## src/rtl/divider16by8.sv

```systemverilog
// Sequential restoring divider: 2*WIDTH-bit dividend / WIDTH-bit divisor, one quotient bit per clock.
// Overflow (high half >= divisor, including divisor = 0) completes immediately with an all-ones quotient.
module divider16by8 #(
    parameter int WIDTH = 8
) (
    input  logic                 clk,
    input  logic                 rst,
    input  logic                 start,
    input  logic [2*WIDTH-1:0]   dividend,
    input  logic [WIDTH-1:0]     divisor,
    output logic                 busy,
    output logic                 done,
    output logic [WIDTH-1:0]     quotient,
    output logic [WIDTH-1:0]     remainder,
    output logic                 ovf
);

    localparam int CW = $clog2(WIDTH + 1);

    typedef enum logic [1:0] {IDLE, CALC, DONE} state_t;

    state_t           state_q, state_d;
    logic [WIDTH-1:0] dvsr_q, dvsr_d;
    logic [WIDTH-1:0] prem_q, prem_d;
    logic [WIDTH-1:0] shift_q, shift_d;
    logic [CW-1:0]    cnt_q, cnt_d;
    logic [WIDTH-1:0] quot_q, quot_d;
    logic [WIDTH-1:0] rem_q, rem_d;
    logic             ovf_q, ovf_d;

    logic [WIDTH:0]   trial;
    logic             qBit;
    logic [WIDTH-1:0] nextRem;
    logic [WIDTH-1:0] nextShift;

    // One restoring step; the shift register holds the remaining dividend bits at
    // the top and collects quotient bits at the bottom.
    always_comb begin
        trial     = {prem_q, shift_q[WIDTH-1]};
        qBit      = (trial >= {1'b0, dvsr_q});
        // The difference is always below the divisor, so the low WIDTH bits are exact.
        nextRem   = qBit ? (trial[WIDTH-1:0] - dvsr_q) : trial[WIDTH-1:0];
        nextShift = {shift_q[WIDTH-2:0], qBit};
    end

    always_comb begin
        state_d = state_q;
        dvsr_d  = dvsr_q;
        prem_d  = prem_q;
        shift_d = shift_q;
        cnt_d   = cnt_q;
        quot_d  = quot_q;
        rem_d   = rem_q;
        ovf_d   = ovf_q;
        case (state_q)
            IDLE: begin
                if (start) begin
                    dvsr_d = divisor;
                    ovf_d  = 1'b0;
                    if (dividend[2*WIDTH-1:WIDTH] >= divisor) begin
                        ovf_d   = 1'b1;
                        quot_d  = '1;
                        rem_d   = '0;
                        state_d = DONE;
                    end else begin
                        prem_d  = dividend[2*WIDTH-1:WIDTH];
                        shift_d = dividend[WIDTH-1:0];
                        cnt_d   = '0;
                        state_d = CALC;
                    end
                end
            end
            CALC: begin
                prem_d  = nextRem;
                shift_d = nextShift;
                cnt_d   = cnt_q + CW'(1);
                if (cnt_q == CW'(WIDTH - 1)) begin
                    quot_d  = nextShift;
                    rem_d   = nextRem;
                    state_d = DONE;
                end
            end
            DONE: begin
                state_d = IDLE;
            end
            default: begin
                state_d = IDLE;
            end
        endcase
    end

    always_ff @(posedge clk) begin
        if (rst) begin
            state_q <= IDLE;
            dvsr_q  <= '0;
            prem_q  <= '0;
            shift_q <= '0;
            cnt_q   <= '0;
            quot_q  <= '0;
            rem_q   <= '0;
            ovf_q   <= 1'b0;
        end else begin
            state_q <= state_d;
            dvsr_q  <= dvsr_d;
            prem_q  <= prem_d;
            shift_q <= shift_d;
            cnt_q   <= cnt_d;
            quot_q  <= quot_d;
            rem_q   <= rem_d;
            ovf_q   <= ovf_d;
        end
    end

    assign busy      = (state_q == CALC);
    assign done      = (state_q == DONE);
    assign quotient  = quot_q;
    assign remainder = rem_q;
    assign ovf       = ovf_q;

endmodule

```

## config.mk

```make
export PLATFORM = sky130hd
export DESIGN_NAME = divider16by8
export DESIGN_NICKNAME = d
export VERILOG_FILES = /design/src/rtl/divider16by8.sv
export SDC_FILE = /design/constraint.sdc
export NUM_CORES = 1
export LEC_CHECK = 0
export CELL_PAD_IN_SITES_DETAIL_PLACEMENT = 0
export CELL_PAD_IN_SITES_GLOBAL_PLACEMENT = 1
export CORE_MARGIN = 2
export CORE_UTILIZATION = 39
export DETAILED_ROUTE_END_ITERATION = 12
export GPL_TIMING_DRIVEN = 1
export PLACE_DENSITY_LB_ADDON = 0.1
export SYNTH_ARGS = -nofsm -noshare
export SYNTH_HDL_FRONTEND = slang
export SYNTH_SLANG_ARGS = --single-unit
export TNS_END_PERCENT = 20
```

## constraint.sdc

```tcl
create_clock -name clk -period 2.7 [get_ports clk]
set_input_delay 0.81 -clock clk [delete_from_list [all_inputs] [get_ports clk]]
set_output_delay 0.81 -clock clk [all_outputs]
set_load 0.02 [all_outputs]
```

=== Word level (Yosys, flattened, before mapping) ===
Cells that the tools add are included.

* Logic and storage cells: 48
* Memory bits (read-only): 0
* Memories kept: 0
* Bits of input ports: 27
* Register bits: 47
* Bits in writable memories: 0
* Bits in latches: 0
* Output and inout port bits: 19

* Div/mod/pow operators: 0
* Eq/ne operators: 7
* Mux-type cells: 23
* Multipliers: 0
* Bitwise gates (word level): 0
* Shift operators: 0
* $add $sub $neg: 2
* Reduce and logical (&&, ||, !) cells: 6
* Magnitude comparators: 2

{| class="wikitable"
|+ Operators with widths
! operator !! number
|-
| $mux 8 || 11
|-
| $pmux 8 s2 || 4
|-
| $ge 9x8->1 || 1
|-
| $ge 8x8->1 || 1
|-
| $mux 4 || 2
|-
| $pmux 4 s2 || 1
|-
| $sub 8x8->8 || 1
|-
| $mux 2 || 3
|-
| $ne 2x2->1 const B || 3
|-
| $add 4x1->4 const B || 1
|-
| $eq 4x3->1 const B || 1
|-
| $pmux 2 s2 || 1
|-
| $reduce_and 2->1 || 2
|-
| $reduce_and 4->1 || 1
|-
| $reduce_and 3->1 || 1
|-
| $eq 2x1->1 const B || 1
|-
| $eq 2x2->1 const B || 1
|-
| $logic_not 2->1 || 1
|-
| $ne 2x1->1 const B || 1
|-
| $reduce_bool 2->1 || 1
|-
| $mux 1 || 1
|}

=== Longest topological paths before layout ===
* Word-level depth: 4
* Gate-level depth with buffers: 10
* Mapped depth without buffers: 10

=== Worst setup path before layout ===
OpenSTA, ideal clock, no wires.

* Kind: input to register
* Start: input port dividend[8]
* End: register quot_q[0], in the netlist quotient[0]
* Buffers on the path: 2
* Cell stages on the path: 9
* Slack: 0.187 ns
* Data required time: 2.612 ns
* Arrival time: 2.425 ns
* Library setup time: 0.088 ns
* Cells stage by stage: inv_1 ha_1 nand2b_4 a2111oi_4 o31ai_2 a21o_1 buf_6 buf_6 a311oi_2

* Cells in the longest elaborated chain, start to end: 3

{| class="wikitable"
|+ RTL lines
! what !! line !! RTL
|-
| from (decl) || 9 || <nowiki>input logic [2*WIDTH-1:0] dividend,</nowiki>
|-
| $ge 8x8->1 || 60 || <nowiki>if (dividend[2*WIDTH-1:WIDTH] >= divisor) begin</nowiki>
|-
| $ne 2x2->1 (no source line) || -- ||
|-
| $reduce_and 4->1 (no source line) || -- ||
|-
| to (signal assigned) || 108 || <nowiki>quot_q <= quot_d;</nowiki>
|-
| to (decl) || 27 || <nowiki>logic [WIDTH-1:0] quot_q, quot_d;</nowiki>
|}

No other way between the ends.
A chain may end at the register's enable or synchronous reset.

=== Worst setup path after layout ===
* Start: input port divisor[7]
* End: register shift_q[6]

* Cells in the longest elaborated chain, start to end: 3

{| class="wikitable"
|+ RTL lines
! what !! line !! RTL
|-
| from (decl) || 10 || <nowiki>input logic [WIDTH-1:0] divisor,</nowiki>
|-
| $ge 8x8->1 || 60 ||
|-
| $ne 2x2->1 (no source line) || -- ||
|-
| $reduce_and 3->1 (no source line) || -- ||
|-
| to (signal assigned) || 106 || <nowiki>shift_q <= shift_d;</nowiki>
|-
| to (decl) || 25 || <nowiki>logic [WIDTH-1:0] shift_q, shift_d;</nowiki>
|}

No other way between the ends.

==> impl_metrics.toml <==
[grt]
grt_usage = 0.195
grt_pass1_vias = 2320
grt_start_max_net_pins = 25
grt_pass1_wl_um = 11400
antenna_found_initial = 0
gr-total-overflow = 0

[timing]
skew_ns = 0.0104
hold_violations = 0
tightest_slew_ns = 0.517
finalCritPeriodShare = 0.976
rsz0062_at_grt = "no"
fmax_mhz = 380
tns_ns = 0
setup_viol = 0
fin_ws_ns = 0.0655
slew_headroom = 0.655
layout_min_cycle_time_ns = 2.63
maxSlewViolCount = 0

[detailed_routing]
wirelength_um = 7320
drt-initial-drc-count = 82
vias_per_cell = 5.21
antenna_left = 0
wire_per_inst_um = 15.0
first_pass_iters = 4
vias = 2537
drcViolationCount = 0

[die]
die-area_mm2 = 0.00754
die_y_um = 86.8
start_util = 0.398
fp.dieW_um = 86.8
fp-row-count = 30
core_area_mm2 = 0.00672
ios = 46

[synth]
syn_area_mm2 = 0.00268
yosysWarnings = 0
yosysTopAreaCellShare = 0.352
synth_top_area_cell = "dfxtp_1"
synth-edff-count = 0
syn_avg_cell_area_um2 = 8.41
async_reset_ff_frac = 0
syn_inst = 318
synth_commonest_cells = "dfxtp_1, nor2_1, nand2_1, a21oi_1, inv_1"
synth_area_leaders = "dfxtp_1, ha_1, nor2_1"
yosysSeqAreaShare = 0.352
synth_cell_types = 55
synth_seq_cells = 47
synth_ff_type = "dfxtp_1"
syn_nets = 363

[place]
dp.cells = 462
place_congestion = 0.745
post-place-ws_ns = -0.447
port_buffers = 45
dp.final_hpwl_um = 5220

[finish]
nets = 451
antenna_cells = 0
final_util = 0.568
area_delta_synth_final_pct = 42.6
drive_gt1_frac = 0.216
stdcell_count = 487
fill_cells = 621

[run_status]
status = "finished clean"

[setup_path]
startpoint_type = "input port"
crit_path_end = "shift_q[6]"
setup.worst_path.start = "divisor[7]"
rrSetupSlack_ns = 0.35
r2r.worst_path.cells = 6
crit_arrival_ns = 2.86
cp_max_fo = 8
cp.required_ns = 2.93
r2r-start = "prem_q[6]"
crit_type = "in -> reg"
cp-end-kind = "register"
reg2reg_to = "remainder[3]"

[worst_hold_path]
holdPathStages = 2
hold_path.class = "reg -> reg"

[cts]
cts.path.max_buffers = 2
cts_tree = "built"
cts_buffers = 5
clk_pin_slew_ns = 0.10
clk_latency_ns = 0.31
cts-htree-levels = 2
cts.sinks = 47
root_buffer = "clkbuf_8"

[job]
cap_violations = 0

[power_and_ir_drop]
ir_drop_mv = 0.231
cellPowerDensity_mw_per_mm2 = 611
design_power_total_mw = 2.33
p_leak_nw = 1.59
## cell usage in the layout (no fill, tap or decap), drive strengths merged, types with 6 or more instances in the layout
cell,n
buf,47
nor2,49
mux2i,7
ha,17
clkdlybuf4s50,39
nand3,6
a211oi,14
inv,21
dfxtp,47
nand2,43
a311oi,8
clkbuf,8
a21oi,26
## where the power goes
group | internal [mW] | switching, mW | total [mW]
Combinational | 0.444 | 0.511 | 0.955
Sequential | 0.756 | 0.0532 | 0.809
Clock | 0.305 | 0.262 | 0.567
Total | 1.51 | 0.826 | 2.33
## what timing repair did
| action | in CTS | in global routing |
|---|---|---|
| cloned | 0 | 2 |
| gates resized for setup | 6 | 21 |
| setup endpoints to repair | 28 | 31 |
| hold buffers | 0 | 0 |
| pin swaps | 6 | 10 |
| endpoints found under the hold margin | 0 | 0 |
| setup buffers | 10 | 5 |
## sequential cells by signal, summed over array words and instances, names as in the netlist
register,count
ovf,1
remainder,8
state_q,2
quotient,8
dvsr_q,8
cnt_q,4
shift_q,8
prem_q,8
## cell families after synthesis
kind of cell,after synthesis,share of synthesized area
buffers and inverters,33,0.0557
DFF,47,0.352
adders and majority gates,18,0.0870
muxes,9,0.0360
xor gates and xnor gates,6,0.0196
AOI/OAI and AO/OA,84,0.246
and+or+nand+nor,121,0.204
## metal layers
metal  vias to the layer above  track usage  wire length [um]
li1                       1299            -                 -
met1                      1190        0.263              3540
met2                        41        0.316              3460
met3                         7       0.0390               218
met4                         0       0.0511               100
met5                         -            0                 0
## critical path, cell delays in order
cell             delay (ns)
clkdlybuf4s50_1        0.48
inv_1                  0.06
ha_1                   0.28
nand4_1                0.09
buf_4                  0.17
o31ai_4                0.28
nand2_2                0.15
buf_4                  0.17
clkbuf_16              0.15
a311oi_1               0.21
## worst min-delay path by stage
stage / startpoint / to
6_report: dvsr_q[4] / dvsr_q[4]
5_1_grt: dvsr_q[4] / dvsr_q[4]
4_1_cts: dvsr_q[6] / dvsr_q[6]
3_5_place_dp: remainder[6] / remainder[6]
3_3_place_gp: dvsr_q[6] / dvsr_q[6]
2_1_floorplan: dvsr_q[1] / dvsr_q[1]
## final cells by class
type | instances | area, um^2 | area share
Multi-Input combinational cell | 238 | 1700 | 0.446
Timing Repair Buffer | 94 | 877 | 0.230
Clock inverter | 2 | 38.8 | 0.0102
Sequential cell | 47 | 941 | 0.247
Clock buffer | 6 | 82.6 | 0.0216
Tap cell | 80 | 100 | 0.0262
Inverter | 20 | 75.1 | 0.0197
## stage by stage
stage | hold slack [ns] | area [um^2]
finish | 0.462 | 3810
global route | 0.485 | 3810
CTS | 0.464 | 3620
detailed placement | 0.451 | 3400
global placement | 0.449 | 3400
floorplan | 0.436 | 2680
Note: power is estimated with default switching activity, not from simulation.
